### src/rtl/variance_cache_fill_if.sv
// Bus bundle between the variance-cache fill block and its environment:
// window feed, integral-memory read port, normaliser hand-off and corner read ports.
interface variance_cache_fill_if #(
   parameter int unsigned ADDR_W = 17,
   parameter int unsigned II_W   = 32,
   parameter int unsigned SQ_W   = 48
);
   logic              win_valid;
   logic              win_ready;
   logic [15:0]       win_x;
   logic [15:0]       win_y;

   logic              ii_rd_en;
   logic [ADDR_W-1:0] ii_raddr;
   logic [II_W-1:0]   ii_q;
   logic [SQ_W-1:0]   ii_qSQ;

   logic              cons_ready;
   logic              cons_start;
   logic              cons_dblBuf;
   logic              cons_valid;
   logic              cons_taken;

   logic [2:0]        rdA_raddr;
   logic [2:0]        rdB_raddr;
   logic [II_W-1:0]   rdA_q;
   logic [II_W-1:0]   rdB_q;
   logic [SQ_W-1:0]   rdA_qSQ;
   logic [SQ_W-1:0]   rdB_qSQ;

   modport master (
      input  win_valid, win_x, win_y, ii_q, ii_qSQ, cons_ready, cons_valid,
             rdA_raddr, rdB_raddr,
      output win_ready, ii_rd_en, ii_raddr, cons_start, cons_dblBuf, cons_taken,
             rdA_q, rdB_q, rdA_qSQ, rdB_qSQ
   );

   modport slave (
      output win_valid, win_x, win_y, ii_q, ii_qSQ, cons_ready, cons_valid,
             rdA_raddr, rdB_raddr,
      input  win_ready, ii_rd_en, ii_raddr, cons_start, cons_dblBuf, cons_taken,
             rdA_q, rdB_q, rdA_qSQ, rdB_qSQ
   );
endinterface

### src/rtl/variance_cache_fill.sv
// Fetches the four integral/squared-integral corners of each detection window into a
// double-buffered corner cache and hands filled banks to the variance normaliser in order.
module variance_cache_fill #(
   parameter int unsigned IMG_WIDTH = 320,
   parameter int unsigned ADDR_W    = 17,
   parameter int unsigned II_W      = 32,
   parameter int unsigned SQ_W      = 48,
   parameter int unsigned WIN       = 24,
   parameter int unsigned RD_LAT    = 2
) (
   input  logic                  clk,
   input  logic                  resetn,
   variance_cache_fill_if.master bus
);

   localparam logic [1:0] F_IDLE  = 2'd0;
   localparam logic [1:0] F_ISSUE = 2'd1;
   localparam logic [1:0] F_DRAIN = 2'd2;

   localparam logic [0:0] H_IDLE  = 1'b0;
   localparam logic [0:0] H_BUSY  = 1'b1;

   // Corner k: bit0 selects the right column, bit1 the bottom row.
   function automatic logic [ADDR_W-1:0] corner_addr(input logic [15:0] x,
                                                    input logic [15:0] y,
                                                    input logic [1:0]  k);
      logic [31:0] col;
      logic [31:0] row;
      col = 32'(x) + (k[0] ? 32'(WIN) : 32'd0);
      row = 32'(y) + (k[1] ? 32'(WIN) : 32'd0);
      return ADDR_W'(row * 32'(IMG_WIDTH) + col);
   endfunction

   logic [1:0]              fstate_q, fstate_d;
   logic [0:0]              hstate_q, hstate_d;
   logic [15:0]             x_q, x_d;
   logic [15:0]             y_q, y_d;
   logic                    rd_en_q, rd_en_d;
   logic [ADDR_W-1:0]       raddr_q, raddr_d;
   logic [1:0]              rd_k_q, rd_k_d;
   logic [RD_LAT-1:0]       pipe_v_q, pipe_v_d;
   logic [RD_LAT-1:0][1:0]  pipe_k_q, pipe_k_d;
   logic                    last_wr_q, last_wr_d;
   logic [1:0]              full_q, full_d;
   logic                    wsel_q, wsel_d;
   logic                    rsel_q, rsel_d;
   logic                    win_ready_q, win_ready_d;
   logic                    start_q, start_d;
   logic                    dblbuf_q, dblbuf_d;
   logic                    taken_q, taken_d;
   logic [II_W-1:0]         bq_q  [2][4];
   logic [SQ_W-1:0]         bsq_q [2][4];

   logic                    set_full;
   logic                    clr_full;
   logic                    wr_en;
   logic [1:0]              wr_k;

   assign wr_en = pipe_v_q[RD_LAT-1];
   assign wr_k  = pipe_k_q[RD_LAT-1];

   // Fill FSM: accept a window, issue four corner reads, wait for the last return.
   always_comb begin
      fstate_d = fstate_q;
      x_d      = x_q;
      y_d      = y_q;
      rd_en_d  = 1'b0;
      raddr_d  = raddr_q;
      rd_k_d   = rd_k_q;
      wsel_d   = wsel_q;
      set_full = 1'b0;
      case (fstate_q)
         F_IDLE: begin
            if (bus.win_valid && win_ready_q) begin
               x_d      = bus.win_x;
               y_d      = bus.win_y;
               rd_en_d  = 1'b1;
               rd_k_d   = 2'd0;
               raddr_d  = corner_addr(bus.win_x, bus.win_y, 2'd0);
               fstate_d = F_ISSUE;
            end
         end
         F_ISSUE: begin
            if (rd_k_q != 2'd3) begin
               rd_en_d = 1'b1;
               rd_k_d  = rd_k_q + 2'd1;
               raddr_d = corner_addr(x_q, y_q, rd_k_q + 2'd1);
            end else begin
               fstate_d = F_DRAIN;
            end
         end
         F_DRAIN: begin
            if (last_wr_q) begin
               set_full = 1'b1;
               wsel_d   = ~wsel_q;
               fstate_d = F_IDLE;
            end
         end
         default: fstate_d = F_IDLE;
      endcase
   end

   // Read-return tracking: one valid/corner-index stage per cycle of memory latency.
   always_comb begin
      pipe_v_d    = pipe_v_q;
      pipe_k_d    = pipe_k_q;
      pipe_v_d[0] = rd_en_q;
      pipe_k_d[0] = rd_k_q;
      for (int i = 1; i < int'(RD_LAT); i++) begin
         pipe_v_d[i] = pipe_v_q[i-1];
         pipe_k_d[i] = pipe_k_q[i-1];
      end
      last_wr_d = wr_en && (wr_k == 2'd3);
   end

   // Hand-off FSM: one start per full bank, one taken per consumer completion.
   always_comb begin
      hstate_d = hstate_q;
      start_d  = 1'b0;
      taken_d  = 1'b0;
      dblbuf_d = dblbuf_q;
      rsel_d   = rsel_q;
      clr_full = 1'b0;
      case (hstate_q)
         H_IDLE: begin
            if (full_q[rsel_q] && bus.cons_ready) begin
               start_d  = 1'b1;
               dblbuf_d = rsel_q;
               hstate_d = H_BUSY;
            end
         end
         H_BUSY: begin
            if (bus.cons_valid) begin
               taken_d  = 1'b1;
               clr_full = 1'b1;
               rsel_d   = ~rsel_q;
               hstate_d = H_IDLE;
            end
         end
         default: hstate_d = H_IDLE;
      endcase
   end

   // Set and clear always target different banks: a bank is only filled while empty.
   always_comb begin
      full_d = full_q;
      if (set_full) full_d[wsel_q] = 1'b1;
      if (clr_full) full_d[rsel_q] = 1'b0;
      win_ready_d = (fstate_d == F_IDLE) && !full_d[wsel_d];
   end

   always_ff @(posedge clk) begin
      if (!resetn) begin
         fstate_q    <= F_IDLE;
         hstate_q    <= H_IDLE;
         x_q         <= '0;
         y_q         <= '0;
         rd_en_q     <= 1'b0;
         raddr_q     <= '0;
         rd_k_q      <= '0;
         pipe_v_q    <= '0;
         pipe_k_q    <= '0;
         last_wr_q   <= 1'b0;
         full_q      <= '0;
         wsel_q      <= 1'b0;
         rsel_q      <= 1'b0;
         win_ready_q <= 1'b0;
         start_q     <= 1'b0;
         dblbuf_q    <= 1'b0;
         taken_q     <= 1'b0;
         for (int b = 0; b < 2; b++) begin
            for (int e = 0; e < 4; e++) begin
               bq_q[b][e]  <= '0;
               bsq_q[b][e] <= '0;
            end
         end
      end else begin
         fstate_q    <= fstate_d;
         hstate_q    <= hstate_d;
         x_q         <= x_d;
         y_q         <= y_d;
         rd_en_q     <= rd_en_d;
         raddr_q     <= raddr_d;
         rd_k_q      <= rd_k_d;
         pipe_v_q    <= pipe_v_d;
         pipe_k_q    <= pipe_k_d;
         last_wr_q   <= last_wr_d;
         full_q      <= full_d;
         wsel_q      <= wsel_d;
         rsel_q      <= rsel_d;
         win_ready_q <= win_ready_d;
         start_q     <= start_d;
         dblbuf_q    <= dblbuf_d;
         taken_q     <= taken_d;
         if (wr_en) begin
            bq_q[wsel_q][wr_k]  <= bus.ii_q;
            bsq_q[wsel_q][wr_k] <= bus.ii_qSQ;
         end
      end
   end

   assign bus.win_ready   = win_ready_q;
   assign bus.ii_rd_en    = rd_en_q;
   assign bus.ii_raddr    = raddr_q;
   assign bus.cons_start  = start_q;
   assign bus.cons_dblBuf = dblbuf_q;
   assign bus.cons_taken  = taken_q;

   // Consumer read ports: entries 1..4 map to corners, anything else reads zero.
   always_comb begin
      bus.rdA_q   = '0;
      bus.rdA_qSQ = '0;
      bus.rdB_q   = '0;
      bus.rdB_qSQ = '0;
      if (bus.rdA_raddr >= 3'd1 && bus.rdA_raddr <= 3'd4) begin
         bus.rdA_q   = bq_q[0][2'(bus.rdA_raddr - 3'd1)];
         bus.rdA_qSQ = bsq_q[0][2'(bus.rdA_raddr - 3'd1)];
      end
      if (bus.rdB_raddr >= 3'd1 && bus.rdB_raddr <= 3'd4) begin
         bus.rdB_q   = bq_q[1][2'(bus.rdB_raddr - 3'd1)];
         bus.rdB_qSQ = bsq_q[1][2'(bus.rdB_raddr - 3'd1)];
      end
   end

endmodule

### src/flat_wrapper.sv
// flat-port wrapper written by rule: the top's interface ports become plain ports
module variance_cache_fill_flat 
#(
   parameter int unsigned IMG_WIDTH = 320,
   parameter int unsigned ADDR_W    = 17,
   parameter int unsigned II_W      = 32,
   parameter int unsigned SQ_W      = 48,
   parameter int unsigned WIN       = 24,
   parameter int unsigned RD_LAT    = 2
)
  (clk, resetn, bus_win_valid, bus_win_x, bus_win_y, bus_ii_q, bus_ii_qSQ, bus_cons_ready, bus_cons_valid, bus_rdA_raddr, bus_rdB_raddr, bus_win_ready, bus_ii_rd_en, bus_ii_raddr, bus_cons_start, bus_cons_dblBuf, bus_cons_taken, bus_rdA_q, bus_rdB_q, bus_rdA_qSQ, bus_rdB_qSQ);
  variance_cache_fill_if #(.ADDR_W(ADDR_W), .II_W(II_W), .SQ_W(SQ_W)) bus_i ();
  input  logic clk;
  input  logic resetn;
  input wire logic [$bits(bus_i.win_valid)-1:0] bus_win_valid;
  input wire logic [$bits(bus_i.win_x)-1:0] bus_win_x;
  input wire logic [$bits(bus_i.win_y)-1:0] bus_win_y;
  input wire logic [$bits(bus_i.ii_q)-1:0] bus_ii_q;
  input wire logic [$bits(bus_i.ii_qSQ)-1:0] bus_ii_qSQ;
  input wire logic [$bits(bus_i.cons_ready)-1:0] bus_cons_ready;
  input wire logic [$bits(bus_i.cons_valid)-1:0] bus_cons_valid;
  input wire logic [$bits(bus_i.rdA_raddr)-1:0] bus_rdA_raddr;
  input wire logic [$bits(bus_i.rdB_raddr)-1:0] bus_rdB_raddr;
  output wire logic [$bits(bus_i.win_ready)-1:0] bus_win_ready;
  output wire logic [$bits(bus_i.ii_rd_en)-1:0] bus_ii_rd_en;
  output wire logic [$bits(bus_i.ii_raddr)-1:0] bus_ii_raddr;
  output wire logic [$bits(bus_i.cons_start)-1:0] bus_cons_start;
  output wire logic [$bits(bus_i.cons_dblBuf)-1:0] bus_cons_dblBuf;
  output wire logic [$bits(bus_i.cons_taken)-1:0] bus_cons_taken;
  output wire logic [$bits(bus_i.rdA_q)-1:0] bus_rdA_q;
  output wire logic [$bits(bus_i.rdB_q)-1:0] bus_rdB_q;
  output wire logic [$bits(bus_i.rdA_qSQ)-1:0] bus_rdA_qSQ;
  output wire logic [$bits(bus_i.rdB_qSQ)-1:0] bus_rdB_qSQ;
  assign bus_i.win_valid = bus_win_valid;
  assign bus_i.win_x = bus_win_x;
  assign bus_i.win_y = bus_win_y;
  assign bus_i.ii_q = bus_ii_q;
  assign bus_i.ii_qSQ = bus_ii_qSQ;
  assign bus_i.cons_ready = bus_cons_ready;
  assign bus_i.cons_valid = bus_cons_valid;
  assign bus_i.rdA_raddr = bus_rdA_raddr;
  assign bus_i.rdB_raddr = bus_rdB_raddr;
  assign bus_win_ready = bus_i.win_ready;
  assign bus_ii_rd_en = bus_i.ii_rd_en;
  assign bus_ii_raddr = bus_i.ii_raddr;
  assign bus_cons_start = bus_i.cons_start;
  assign bus_cons_dblBuf = bus_i.cons_dblBuf;
  assign bus_cons_taken = bus_i.cons_taken;
  assign bus_rdA_q = bus_i.rdA_q;
  assign bus_rdB_q = bus_i.rdB_q;
  assign bus_rdA_qSQ = bus_i.rdA_qSQ;
  assign bus_rdB_qSQ = bus_i.rdB_qSQ;
  variance_cache_fill #(.IMG_WIDTH(IMG_WIDTH), .ADDR_W(ADDR_W), .II_W(II_W), .SQ_W(SQ_W), .WIN(WIN), .RD_LAT(RD_LAT)) u_core (.clk(clk), .resetn(resetn), .bus(bus_i));
endmodule
### config.mk
export PLATFORM = sky130hd
export DESIGN_NAME = variance_cache_fill_flat
export DESIGN_NICKNAME = d
export VERILOG_FILES = /design/src/rtl/variance_cache_fill_if.sv /design/src/rtl/variance_cache_fill.sv /design/src/flat_wrapper.sv
export SDC_FILE = /design/constraint.sdc
export NUM_CORES = 1
export LEC_CHECK = 0
export CORE_ASPECT_RATIO = 0.9
export CORE_MARGIN = 8
export CORE_UTILIZATION = 53
export CTS_CLUSTER_DIAMETER = 80
export DETAILED_ROUTE_END_ITERATION = 16
export PLACE_DENSITY = 0.73
export SLEW_MARGIN = 25
export SYNTH_ARGS = -nofsm -noshare
export SYNTH_HDL_FRONTEND = slang
export SYNTH_SLANG_ARGS = --single-unit
### constraint.sdc
create_clock -name clk -period 8.7 [get_ports clk]
set_input_delay 2.61 -clock clk [delete_from_list [all_inputs] [get_ports clk]]
set_output_delay 2.61 -clock clk [all_outputs]
set_load 0.03 [all_outputs]
=== Word-level counts from Yosys, hierarchy flattened ===
Memory sizes are Yosys's and may differ from the RTL's.
Cells that the tools add are included.
Widths: inputs -> output; s select.

* Memories kept: 2
* RAM bits: 640
* Input port bits: 123
* Logic and storage cells: 143
* Register bits: 70
* Output and inout bits: 182

* Add/sub/neg operators: 7
* Multipliers: 2
* Equal/unequal tests: 6
* Multiplexer cells: 65
* Reductions and logical operators: 20
* Bitwise gates (word level): 10
* $lt $le $gt $ge: 13

{| class="wikitable"
|+ Memories
! memory !! words !! bits a word !! read ports !! clocked after Yosys merged registers in !! wr ports !! line !! text
|-
| u_core.bsq_q || 2 || 192 || 2 || 0 || 2 || variance_cache_fill.sv:52 || <nowiki>logic [SQ_W-1:0] bsq_q [2][4];</nowiki>
|-
| u_core.bq_q || 2 || 128 || 2 || 0 || 2 || variance_cache_fill.sv:51 || <nowiki>logic [II_W-1:0] bq_q [2][4];</nowiki>
|}

{| class="wikitable"
|+ Operator list
! kind !! number
|-
| $mux 192 || 3
|-
| $mux 128 || 3
|-
| $mux 48 || 7
|-
| $mux 32 || 7
|-
| $bmux 48 s2 || 2
|-
| $reduce_or 192->1 || 1
|-
| $bmux 32 s2 || 2
|-
| $reduce_or 128->1 || 1
|-
| $demux 48 s2 || 1
|-
| $demux 32 s2 || 1
|-
| $mux 17 || 2
|-
| $pmux 17 s2 || 1
|-
| $add 16x32->32 || 1
|-
| $mul 32x3->11 const B || 1
|-
| $mux 1 || 21
|-
| $add 16x17->17 || 1
|-
| $add 17x16->17 || 1
|-
| $add 17x17->17 || 1
|-
| $mul 16x3->11 const B || 1
|-
| $mux 2 || 7
|-
| $mux 5 || 2
|-
| $ge 3x3->1 const B || 3
|-
| $logic_and 1x1->1 || 9
|-
| $not 2->3 || 3
|-
| other kinds (25) || 41
|}

=== Depth between registers and ports, before layout ===
Gate-level depths: netlist of run 1.

* Depth in word-level cells: 12
* Depth in mapped cells: 18
* Gate-level depth less buffers: 18

=== Worst setup path before layout of run 1 ===
OpenSTA, ideal clock, no wires.

* Path kind: input port to output port
* From: input port bus_rdA_raddr[0]
* To: output port bus_rdA_qSQ[0]
* Required time: 6.090 ns
* Slack: 1.308 ns
* Arrival: 4.782 ns
* Stages on the path: 8
* Path buffers: 4
* Path through: clkbuf_1 > buf_2 > inv_1 > ha_1 > clkbuf_1 > clkbuf_1 > mux4_2 > nor2b_1

* Word-level cells in the longest chain between the ends: 6
* Elaborated cells on any way between the ends: 9
* Classes of those cells: add/sub: 1; order compare: 2; mux: 4; bitwise: 1; reduce/logical: 1

{| class="wikitable"
|+ RTL lines
! item !! line !! text
|-
| from (decl) || flat_wrapper.sv:22 || <nowiki>input wire logic [$bits(bus_i.rdA_raddr)-1:0] bus_rdA_raddr;</nowiki>
|-
| $sub 2x1->2 || variance_cache_fill.sv:217 || <nowiki>bus.rdA_qSQ = bsq_q[0][2'(bus.rdA_raddr - 3'd1)];</nowiki>
|-
| $not 2->3 (not written as such) || variance_cache_fill.sv:217 ||
|-
| $bmux 48 s2 || variance_cache_fill.sv:217 ||
|-
| $mux 48 (not written as such) (2 in series) || variance_cache_fill.sv:217 ||
|-
| $mux 48 * || variance_cache_fill.sv:215 || <nowiki>if (bus.rdA_raddr >= 3'd1 && bus.rdA_raddr <= 3'd4) begin</nowiki>
|-
| to (decl) || flat_wrapper.sv:32 || <nowiki>output wire logic [$bits(bus_i.rdA_qSQ)-1:0] bus_rdA_qSQ;</nowiki>
|}

Mark *: on every way between the ends. The rest lies on a longest branch, timed or not. The select of a mux whose other input is x is not followed.

=== Final worst setup path of run 1 ===
* From: input port bus_rdB_raddr[1]
* To: output port bus_rdB_qSQ[5]

* Word-level cells in the longest chain between the ends: 6
* Elaborated cells on any way between the ends: 9
* Classes of those cells: add/sub: 1; order compare: 2; mux: 4; bitwise: 1; reduce/logical: 1

{| class="wikitable"
|+ RTL lines
! item !! line !! text
|-
| from (decl) || flat_wrapper.sv:23 || <nowiki>input wire logic [$bits(bus_i.rdB_raddr)-1:0] bus_rdB_raddr;</nowiki>
|-
| $sub 2x1->2 || variance_cache_fill.sv:221 || <nowiki>bus.rdB_qSQ = bsq_q[1][2'(bus.rdB_raddr - 3'd1)];</nowiki>
|-
| $not 2->3 (not written as such) || variance_cache_fill.sv:221 ||
|-
| $bmux 48 s2 || variance_cache_fill.sv:221 ||
|-
| $mux 48 (not written as such) (2 in series) || variance_cache_fill.sv:221 ||
|-
| $mux 48 * || variance_cache_fill.sv:219 || <nowiki>if (bus.rdB_raddr >= 3'd1 && bus.rdB_raddr <= 3'd4) begin</nowiki>
|-
| to (decl) || flat_wrapper.sv:33 || <nowiki>output wire logic [$bits(bus_i.rdB_qSQ)-1:0] bus_rdB_qSQ;</nowiki>
|}

Marks and branches as above.

==> results of run 1 <==
==> flip-flops by register name (all words and copies together), names as in the netlist, 2 cells and up <==
name	cells
u_core.x_q	16
u_core.pipe_v_q	2
u_core.bus.ii_raddr	17
u_core.y_q	11
u_core.bq_q	256
u_core.fstate_q	2
u_core.pipe_k_d	2
u_core.wr_k	2
u_core.bsq_q	384
u_core.full_q	2
u_core.rd_k_q	2
==> logic make-up (layout without fill, tap and decap cells) <==
kind of cell,after synthesis,count (layout),share of synthesized area
xor+xnor,38,38,0.0106
fa+ha+maj,65,65,0.0270
other cells,0,3,0
mux,165,165,0.116
simple gates,839,839,0.137
compound gates,132,132,0.0294
buf+inv,222,561,0.0273
flops,705,705,0.652
==> worst max-delay path: stages <==
cell and delay, ns:
clkdlybuf4s50_1 0.47, inv_1 0.08, ha_4 0.47, buf_4 0.44, mux4_2 0.28, nor2b_1 0.25, clkdlybuf4s50_1 0.73
==> report_power, final <==
group / internal (W) / switching (W)
combinational: 0.000450 / 0.000597
sequential: 0.00382 / 0.0000466
clock: 0.00182 / 0.00124
==> worst max-delay path by stage <==
stage	start	end	slack, ns	depth (start not counted)
floorplan	bus_rdA_raddr[0]	bus_rdA_qSQ[0]	1.31	8
global placement	bus_rdB_raddr[1]	bus_rdB_qSQ[5]	0.72	7
detailed placement	bus_rdB_raddr[1]	bus_rdB_qSQ[5]	0.70	7
CTS	bus_rdB_raddr[1]	bus_rdB_qSQ[5]	0.72	7
global route	bus_rdB_raddr[1]	bus_rdB_qSQ[2]	0.67	7
finish	bus_rdB_raddr[1]	bus_rdB_qSQ[5]	0.74	7
==> Yosys cell counts (2+ instances only) <==
cell	count	area share
edfxtp_1	640	0.61
a21boi_1	11	0.0026
or3_1	3	0.00060
clkbuf_1	103	0.012
a21oi_1	24	0.0038
and2_1	251	0.050
a31oi_1	3	0.00060
o211ai_1	5	0.0012
a21boi_0	20	0.0048
nor3_1	13	0.0021
o21bai_1	4	0.00095
nand2b_1	13	0.0026
o21a_1	6	0.0014
o211a_1	7	0.0022
buf_2	20	0.0032
a21o_1	9	0.0021
and3_1	2	0.00040
fa_1	5	0.0032
dfxtp_1	65	0.041
ha_1	60	0.024
nor2b_1	172	0.034
nand2_1	178	0.021
xnor2_1	28	0.0078
o21ai_0	20	0.0032
mux2i_1	5	0.0016
o21ai_1	4	0.00064
nand3_1	16	0.0025
o31a_1	2	0.00056
mux4_2	160	0.11
nand4_1	2	0.00040
o41ai_1	2	0.00056
a211oi_1	3	0.00072
xor2_1	10	0.0028
nor2_1	183	0.022
inv_1	99	0.012
==> final cells by class <==
type / instances / area (um^2) / area share
diodes: 3 / 7.51 / 0.000198
clock buffers: 89 / 1940 / 0.0514
clock inverters: 36 / 389 / 0.0103
inverters: 99 / 372 / 0.00982
multi-input cells: 1239 / 10200 / 0.271
flip-flops and latches: 705 / 20500 / 0.542
well taps: 774 / 968 / 0.0256
repair buffers: 337 / 3390 / 0.0895
==> routing by layer <==
metal / part of all wire / vias up / track usage
met5: 0.00027 / - / 0
met4: 0.021 / 4 / 0.0554
met3: 0.073 / 117 / 0.0484
met2: 0.50 / 698 / 0.393
met1: 0.41 / 9489 / 0.295
li1: - / 8379 / -
==> through the flow <==
step	instances	worst slack, ns	hold slack, ns	util	cell area, um^2
after global placement	3152	0.721	0.418	0.605	35400
after detailed placement	3153	0.698	0.422	0.606	35500
final	3282	0.740	0.431	0.646	37800
after global routing	3280	0.670	0.466	0.646	37800
after CTS	3278	0.721	0.434	0.646	37800
after floorplan	2166	1.31	0.412	-	31500
==> summary.txt, run 1 <==
Worst setup path
  • R2R depth: 18
  • CP Class: in2out
  • Crit Reg-Reg Startpoint: u_core.rd_k_q[1]
  • Critical path required time: 6.09 ns
  • Crit. End Element: primary output
  • R2r endpoint: u_core.bus.ii_raddr[15]
  • R2R setup slack: ~4.4 ns
  • Worst Path Max Fanout: 23
  • Startpoint Class: primary input
  • Arr. time, crit path: roughly 5.4 ns

Yosys
  • Post-synth EDFFs: 640
  • Net Count, Synth: around 2400
  • Dominant synthesized flop cell: edfxtp_1
  • Mapped Area: between 30000 and 40000 um^2
  • Cells after synthesis: about 2200
  • Ys async rst share: 0
  • Sequential area share after synthesis: 0.652
  • Ys Warns: 0
  • Synth unique cells: 53
  • Synthesized flop and latch total: approximately 710
  • Syn Area/Cell: around 15 um^2

Global routing
  • GR Overflow Total: 0
  • Largest net degree at the start of global routing: 81
  • Initial antenna violation count: 4
  • Global-route wire length before repair: between 100000 and 150000 um
  • GRT Util Overall: 0.228
  • Vias in the first global route: about 20000

Min path
  • Hold Crit Start: u_core.pipe_k_d[3]
  • WHS Path Cells: 1
  • Hold worst-path end: u_core.wr_k[1]
  • Min-delay worst type: reg2reg

Clock tree
  • CTS buffer count: 72
  • CTS sink count: 705
  • CTS tree: built
  • CTS H-tree lvls: 3
  • Clock buffer depth: 3
  • Post-CTS Setup Bufs: 0
  • Skew-Pair Late Insertion Delay: approximately 0.59 ns
  • Clock-pin slew on the worst setup and hold paths: approximately 0.050 ns
  • Cts hold-fix bufs: 0
  • Root Buffer Master: clkbuf_16
  • PostCTS Resize Cnt: 0

Detailed routing
  • DR vias/cell: 5.69
  • TritonRoute pass-1 iters: 7
  • WL final: between 70000 and 80000 um
  • Antenna Nets Post-Route: 0
  • Drt first-iter violations: between 1500 and 2000
  • WL/cell: ~24 um
  • DRC errors left: 0
  • Vias: 18687

Placed design
  • Gp weighted congestion: around 0.83
  • Hpwl dp: approximately 46000 um
  • IO buf count: 299

Floorplanning
  • Number of top-level pins: approximately 310
  • Site row count: 84
  • Die Area: just under 70000 um^2
  • Initial Util: 0.537
  • Die width: 273 um
  • Die span in y: 247 um
  • Core Area: just under 60000 um^2

STA
  • Final Hold Viols: 0
  • Slew @ Worst Pin: 1.13 ns
  • Max-slew violations: 0
  • Fin Setup TNS: 0 ns
  • Skew final: approximately 0.019 ns
  • RSZ-0062 raised after global routing: no
  • Final setup vio count: 0
  • Maximum clock rate: ~130 MHz
  • Rel. slew slack: 0.249
  • Fin crit share: 0.915
  • Post-route minimum period: 7.96 ns

Run status
  • Run status: finished, final reports clean

Power
  • Total Power: 0.00797 W
  • Pleak: around 14 nW
  • Power per Cell Area: 211 nW/um^2
  • Worst vdd ir: approximately 140 uV

Finish
  • Commonest non-fill, non-tap cells in the layout: 640 x edfxtp_1, 296 x clkdlybuf4s50_1, 250 x and2_1
  • Fraction of layout cells with a size suffix above 1: 0.131
  • Nets: 2642
  • Synth-to-layout area growth: 20.3%
  • Filler cell count in the final layout: between 4000 and 5000
  • Most common cell after layout, fill and taps aside: edfxtp_1

Flow run
  • Maxcap violations: 0
(Power assumes the default switching activity.)
==> inputs of run 2 (changes only) <==
Settings changed: PLACE_DENSITY 0.73 to 0.75, SLEW_MARGIN 25 to 5.
==> run 2 against run 1 <==
Against the previous run: flip-flop and latch count unchanged; clock skew down 0.0014 ns; non-clock buffer count up 1; power about the same; core utilization down 0.056 points; critical path depth up 2; register-to-register slack worse by 0.09 ns; via count up 0.70%; clock power about the same; critical endpoint is now bus_rdB_q[26].
==> summary.txt, run 2 (same netlist as run 1, synthesis figures left out) <==
Clock tree
  • Clock buffer depth: 3 (unchanged)
  • Cts hold-fix bufs: 0 (unchanged)
  • CTS buffer count: 73 (was 72)
  • PostCTS Resize Cnt: 0 (unchanged)
  • Root Buffer Master: clkbuf_16 (unchanged)
  • CTS H-tree lvls: 3 (unchanged)
  • Skew-Pair Late Insertion Delay: 0.62 ns (was 0.59 ns)
  • CTS sink count: 705 (unchanged)
  • CTS tree: built (unchanged)
  • Clock-pin slew on the worst setup and hold paths: 0.06 ns (was 0.05 ns)
  • Post-CTS Setup Bufs: 0 (unchanged)

Finish
  • Final Util: 0.646 (about the same)
  • Largest register FFs: 384 (unchanged)
  • Nets: 2644 (was 2642)
  • Post-Layout Cell Count: 3295 (was 3282)
  • Commonest non-fill, non-tap cells in the layout: 640 x edfxtp_1, 296 x clkdlybuf4s50_1, 250 x and2_1 (unchanged)
  • Filler cell count in the final layout: 4102 (was 4166)
  • Fraction of layout cells with a size suffix above 1: 0.136 (was 0.131)
  • Largest reg by FF count: u_core.bsq_q (unchanged)
  • Most common cell after layout, fill and taps aside: edfxtp_1 (unchanged)
  • Synth-to-layout area growth: 20.2% (was 20.3%)

Power
  • Sw Ratio: 0.245 (was 0.236)
  • Psw: 0.00195 W (was 0.00188 W)
  • Logic gate share of total power: 0.132 (was 0.131)
  • Pint: 0.00602 W (was 0.00609 W)
  • Share of power burned in the clock network: 0.384 (about the same)
  • Power per Cell Area: 211 nW/um^2 (about the same)
  • Sequential share of power: 0.484 (was 0.485)
  • Total Power: 0.00798 W (was 0.00797 W)
  • Worst vdd ir: 122 uV (was 144 uV)
  • Pleak: 14.1 nW (about the same)

Detailed routing
  • Vias: 18818 (was 18687)
  • DR vias/cell: 5.71 (was 5.69)
  • Antenna Nets Post-Route: 0 (unchanged)
  • WL final: 78400 um (was 77800 um)
  • TritonRoute pass-1 iters: 5 (was 7)
  • DRC errors left: 0 (unchanged)
  • Drt first-iter violations: 1768 (was 1584)
  • WL/cell: 23.8 um (was 23.7 um)

STA
  • Max-slew violations: 0 (unchanged)
  • Final setup vio count: 0 (unchanged)
  • Fin crit share: 0.922 (was 0.915)
  • RSZ-0062 raised after global routing: no (unchanged)
  • Final Hold Viols: 0 (unchanged)
  • Maximum clock rate: 125 MHz (was 126 MHz)
  • Skew final: 0.0173 ns (was 0.0187 ns)
  • Rel. slew slack: 0.229 (was 0.249)
  • Post-route minimum period: 8.02 ns (was 7.96 ns)
  • Slew @ Worst Pin: 1.16 ns (was 1.13 ns)
  • Fin Setup TNS: 0 ns (unchanged)

Placed design
  • Cells after DPL: 3155 (was 3153)
  • IO buf count: 299 (unchanged)
  • Gp weighted congestion: 0.832 (was 0.825)
  • Hpwl dp: 46800 um (was 45600 um)

Worst setup path
  • Crit. End Element: primary output (unchanged)
  • Critical path's most frequent cell: clkdlybuf4s50_1 (unchanged)
  • Critical path required time: 6.09 ns (about the same)
  • Worst path slowest cell: clkdlybuf4s50_1 (unchanged)
  • CP Class: in2out (unchanged)
  • R2R setup slack: 4.30 ns (was 4.39 ns)
  • Startpoint Class: primary input (unchanged)
  • Worst Path Max Fanout: 26 (was 23)
  • Arr. time, crit path: 5.41 ns (was 5.35 ns)
  • CP cell instances: clkdlybuf4s50_1, inv_1, ha_1, nor3_1, nor2_1, a21oi_4, buf_4, nor2b_1, clkdlybuf4s50_1 (was clkdlybuf4s50_1, inv_1, ha_4, buf_4, mux4_2, nor2b_1, clkdlybuf4s50_1)
  • Max stage delay on crit path: 0.62 ns (was 0.73 ns)

Flow run
  • Maxcap violations: 0 (unchanged)

Floorplanning
  • Die width: 273 um (unchanged)
  • Die span in y: 247 um (unchanged)
  • Die Area: 67400 um^2 (unchanged)
  • Site row count: 84 (unchanged)
  • Initial Util: 0.537 (unchanged)
  • Number of top-level pins: 305 (unchanged)
  • Core Area: 58500 um^2 (unchanged)

Global routing
  • GR Overflow Total: 0 (unchanged)
  • GRT Util Overall: 0.231 (was 0.228)
  • Vias in the first global route: 19697 (was 19853)
  • Global-route wire length before repair: 118000 um (was 117000 um)
  • Largest net degree at the start of global routing: 81 (unchanged)
  • Initial antenna violation count: 13 (was 4)

Run status
  • Run status: finished, final reports clean (unchanged)

Min path
  • Min-delay worst type: reg2reg (unchanged)
## run 2: cell types whose count changed in the layout (fill, tap and decap cells not counted), moves of 3 or more
cell | before | now
buf_4 | 29 | 35
clkinv_2 | 8 | 14
clkinvlp_4 | 1 | 6
inv_6 | 0 | 5
clkinv_1 | 16 | 12
diode_2 | 3 | 7
clkbuf_1 | 12 | 9
## run 2: final cells by class
type / count / area (um^2) / share of cell area
diodes: 7 / 17.5 / 0.000463
multi-input cells: 1239 / 10200 / 0.271
clock inverters: 50 / 464 / 0.0123
clock buffers: 83 / 1890 / 0.0499
repair buffers: 338 / 3330 / 0.0882
well taps: 774 / 968 / 0.0256
flip-flops and latches: 705 / 20500 / 0.543
inverters: 99 / 372 / 0.00983
## run 2: routing by layer
layer  vias up  GRT usage  routed length [um]
met5         -          0                  82
met4        14     0.0697                2000
met3       144     0.0506                6200
met2       764      0.384               38300
met1      9504      0.303               31800
li1       8392          -                   -
## run 2: worst paths after layout
path                      startpoint                      end  cells past startpoint
hold / removal    u_core.pipe_v_q[0]       u_core.pipe_v_q[1]                      1
setup / recovery    bus_rdB_raddr[1]            bus_rdB_q[26]                      9
setup reg to reg    u_core.rd_k_q[0]  u_core.bus.ii_raddr[15]                     18
hold reg to reg   u_core.pipe_v_q[0]       u_core.pipe_v_q[1]                      1
## run 2: critical path: cells and delay by family
kind	cells	cell delay [ns]
AOI/OAI and AO/OA	1	0.56
adders and majority gates	1	0.19
buffers and inverters	4	1.63
and+or+nand+nor	3	0.37
## run 2: stage by stage
step	worst slack, ns	hold WS, ns	instance area (um^2)
6_report	0.676	0.435	37800
5_1_grt	0.471	0.462	37800
4_1_cts	0.647	0.438	37800
3_5_place_dp	0.660	0.421	35400
3_3_place_gp	0.663	0.419	35400
2_1_floorplan	1.31	0.412	31500
## run 2: power groups by stage
stage	combinational [W]	sequential, W	clock, W
6_report	0.00105	0.00386	0.00306
5_1_grt	0.00112	0.00388	0.00323
4_1_cts	0.00106	0.00386	0.00310
2_1_floorplan	0.000620	0.00396	0
3_5_place_dp	0.00105	0.00394	0
3_3_place_gp	0.00104	0.00392	0
==> inputs of run 3 (changes only) <==
Settings changed: DONT_BUFFER_PORTS set to 1, PLACE_DENSITY 0.75 to 0.68.
Clock period 8.7 ns to 7.9 ns, I/O delays scaled along.
==> run 3 against run 2 <==
Against the previous run: combinational power shrank 17%; hold slack lost 0.0050 ns; die area stayed put; clock skew is 0.0015 ns higher; worst setup slack gained 0.33 ns; via count decreased by 7.3%; cell count down 9.4%; clock-buffer cell count up 7; largest cell class unchanged; global-route usage shrank 0.47 points; first-iteration DRC count shrank 21%; critical path type unchanged; non-clock buffer count fell by 306; critical endpoint is now bus_rdB_q[2].
==> summary.txt, run 3 (same netlist as run 1, synthesis figures left out) <==
Clock tree
  • CTS sink count: 705 (unchanged)
  • CTS tree: built (unchanged)
  • Skew-Pair Late Insertion Delay: 0.61 ns (was 0.62 ns)
  • Cts hold-fix bufs: 0 (unchanged)
  • CTS H-tree lvls: 3 (unchanged)
  • Root Buffer Master: clkbuf_16 (unchanged)
  • Post-CTS Setup Bufs: 0 (unchanged)
  • Clock buffer depth: 3 (unchanged)
  • CTS buffer count: 73 (unchanged)
  • PostCTS Resize Cnt: 0 (unchanged)
  • Clock-pin slew on the worst setup and hold paths: 0.06 ns (about the same)

Placed design
  • Placement Setup Slack: 0.942 ns (was 0.660 ns)
  • IO buf count: 0 (was 299)
  • Gp weighted congestion: 0.863 (was 0.832)
  • Hpwl dp: 45200 um (was 46800 um)

Detailed routing
  • DR WL met3: 6270 um (was 6200 um)
  • DRC errors left: 0 (unchanged)
  • TritonRoute pass-1 iters: 5 (unchanged)
  • DR WL met2: 37700 um (was 38300 um)
  • Vias: 17437 (was 18818)
  • WL/cell: 25.6 um (was 23.8 um)
  • Drt first-iter violations: 1405 (was 1768)
  • DR top layer: met5 (unchanged)
  • DR vias/cell: 5.84 (was 5.71)
  • Wl on met1: 30600 um (was 31800 um)
  • WL final: 76500 um (was 78400 um)
  • Antenna Nets Post-Route: 0 (unchanged)

Min path
  • Min-delay worst type: reg2reg (unchanged)
  • Hold worst-path end: u_core.wr_k[0] (was u_core.pipe_v_q[1])
  • WHS Path Cells: 1 (unchanged)
  • Hold Crit Start: u_core.pipe_k_d[2] (was u_core.pipe_v_q[0])

STA
  • Worst setup margin: 1.01 ns (was 0.676 ns)
  • Slew @ Worst Pin: 1.22 ns (was 1.16 ns)
  • Post-route minimum period: approximately 6.9 ns
  • Skew final: 0.0188 ns (was 0.0173 ns)
  • Fin Setup TNS: 0 ns (unchanged)
  • RSZ-0062 raised after global routing: no (unchanged)
  • Final setup vio count: 0 (unchanged)
  • Maximum clock rate: 145 MHz
  • Rel. slew slack: 0.190 (was 0.229)
  • Max-slew violations: 0 (unchanged)
  • Final Hold Viols: 0 (unchanged)
  • Fin crit share: 0.872

Floorplanning
  • Number of top-level pins: 305 (unchanged)
  • Core Area: 58500 um^2 (unchanged)
  • Initial Util: 0.537 (unchanged)
  • Die Area: 67400 um^2 (unchanged)
  • Site row count: 84 (unchanged)
  • Die span in y: 247 um (unchanged)
  • Die width: 273 um (unchanged)

Finish
  • Nets: 2338 (was 2644)
  • Largest register FFs: 384 (unchanged)
  • Largest reg by FF count: u_core.bsq_q (unchanged)
  • Fraction of layout cells with a size suffix above 1: 0.147 (was 0.136)
  • Most common cell after layout, fill and taps aside: edfxtp_1 (unchanged)
  • Commonest non-fill, non-tap cells in the layout: 640 x edfxtp_1, 250 x and2_1, 183 x nor2_1 (was 640 x edfxtp_1, 296 x clkdlybuf4s50_1, 250 x and2_1)
  • Synth-to-layout area growth: 10.5% (was 20.2%)

Worst setup path
  • Crit Reg-Reg Startpoint: u_core.rd_k_q[0] (unchanged)
  • Critical path required time: 5.53 ns (was 6.09 ns)
  • Max stage delay on crit path: 0.69 ns (was 0.62 ns)
  • Crit. End Element: primary output (unchanged)
  • R2R depth: 18 (unchanged)
  • Worst path slowest cell: buf_4 (was clkdlybuf4s50_1)
  • Startpoint Class: primary input (unchanged)
  • R2r endpoint: u_core.bus.ii_raddr[15] (unchanged)
  • R2R setup slack: 3.52 ns (was 4.30 ns)
  • Worst Path Max Fanout: 57 (was 26)
  • CP cell instances: inv_1, ha_1, nor3_1, nor2_1, a21oi_4, buf_4, nor2b_1 (was clkdlybuf4s50_1, inv_1, ha_1, nor3_1, nor2_1, a21oi_4, buf_4, nor2b_1, clkdlybuf4s50_1)
  • CP Class: in2out (unchanged)
  • Arr. time, crit path: 4.52 ns (was 5.41 ns)

Power
  • Sequential share of power: 0.500 (was 0.484)
  • Logic gate share of total power: 0.102 (was 0.132)
  • Psw: 0.00206 W (was 0.00195 W)
  • Pleak: 13.0 nW (was 14.1 nW)
  • Share of power burned in the clock network: 0.398 (was 0.384)
  • Pint: 0.00651 W (was 0.00602 W)
  • Worst vdd ir: 193 uV (was 122 uV)
  • Sw Ratio: 0.240 (was 0.245)
  • Power per Cell Area: 246 nW/um^2 (was 211 nW/um^2)

Global routing
  • GRT Util Overall: 0.226 (was 0.231)
  • GR Overflow Total: 0 (unchanged)
  • Largest net degree at the start of global routing: 84 (was 81)
  • Initial antenna violation count: 5 (was 13)
  • Vias in the first global route: 18160 (was 19697)
  • Global-route wire length before repair: 114000 um (was 118000 um)

Run status
  • Run status: finished, final reports clean (unchanged)

Flow run
  • Maxcap violations: 0 (unchanged)
-- run 3: cell type report --
type | count | area (um^2)
clock buffers | 90 | 1980
well taps | 774 | 968
flip-flops and latches | 705 | 20500
fillers | 4346 | 23800
repair buffers | 32 | 278
inverters | 99 | 372
multi-input cells | 1239 | 10200
clock inverters | 44 | 407
diodes | 1 | 2.50
-- run 3: worst max-delay path, delay by kind of cell --
kind                       cells  cell delay (ns)
AOI/OAI and AO/OA              1             0.60
adders and majority gates      1             0.18
buffers and inverters          2             0.74
and+or+nand+nor                3             0.60
-- run 3: worst max path at each step --
stage          depth (start not counted)        startpoint  slack (ns)                end
6_report                               7  bus_rdB_raddr[1]        1.01       bus_rdB_q[2]
3_5_place_dp                           7  bus_rdB_raddr[1]        0.94       bus_rdB_q[2]
4_1_cts                                7  bus_rdB_raddr[1]        0.94       bus_rdB_q[2]
3_3_place_gp                           7  bus_rdB_raddr[1]        0.98       bus_rdB_q[2]
2_1_floorplan                          3     u_core.wsel_q        0.97  u_core.bq_q[1][0]
5_1_grt                                7  bus_rdB_raddr[1]        0.80       bus_rdB_q[2]
-- run 3: per-stage QoR --
step | cell area, um^2 | total power (W) | utilization | hold WS, ns | cells
2_1_floorplan | 31500 | 0.00504 | - | 0.412 | 2166
3_3_place_gp | 32400 | 0.00522 | 0.553 | 0.418 | 2849
3_5_place_dp | 32400 | 0.00524 | 0.553 | 0.421 | 2849
4_1_cts | 34800 | 0.00864 | 0.594 | 0.434 | 2983
5_1_grt | 34800 | 0.00884 | 0.594 | 0.446 | 2983
6_report | 34800 | 0.00856 | 0.594 | 0.430 | 2984
-- run 3: power by group through the flow --
| stage | registers, W | clock network [W] | logic [W] |
|---|---|---|---|
| 6_report | 0.00429 | 0.00341 | 0.000869 |
| 4_1_cts | 0.00429 | 0.00347 | 0.000881 |
| 2_1_floorplan | 0.00436 | 0 | 0.000683 |
| 3_5_place_dp | 0.00437 | 0 | 0.000877 |
| 5_1_grt | 0.00430 | 0.00361 | 0.000933 |
| 3_3_place_gp | 0.00436 | 0 | 0.000862 |
-- run 3: metal layers --
metal  vias up  global-route usage
li1       7776                   -
met1      8908               0.292
met2       621               0.375
met3       126              0.0606
met4         6              0.0639
met5         -                   0
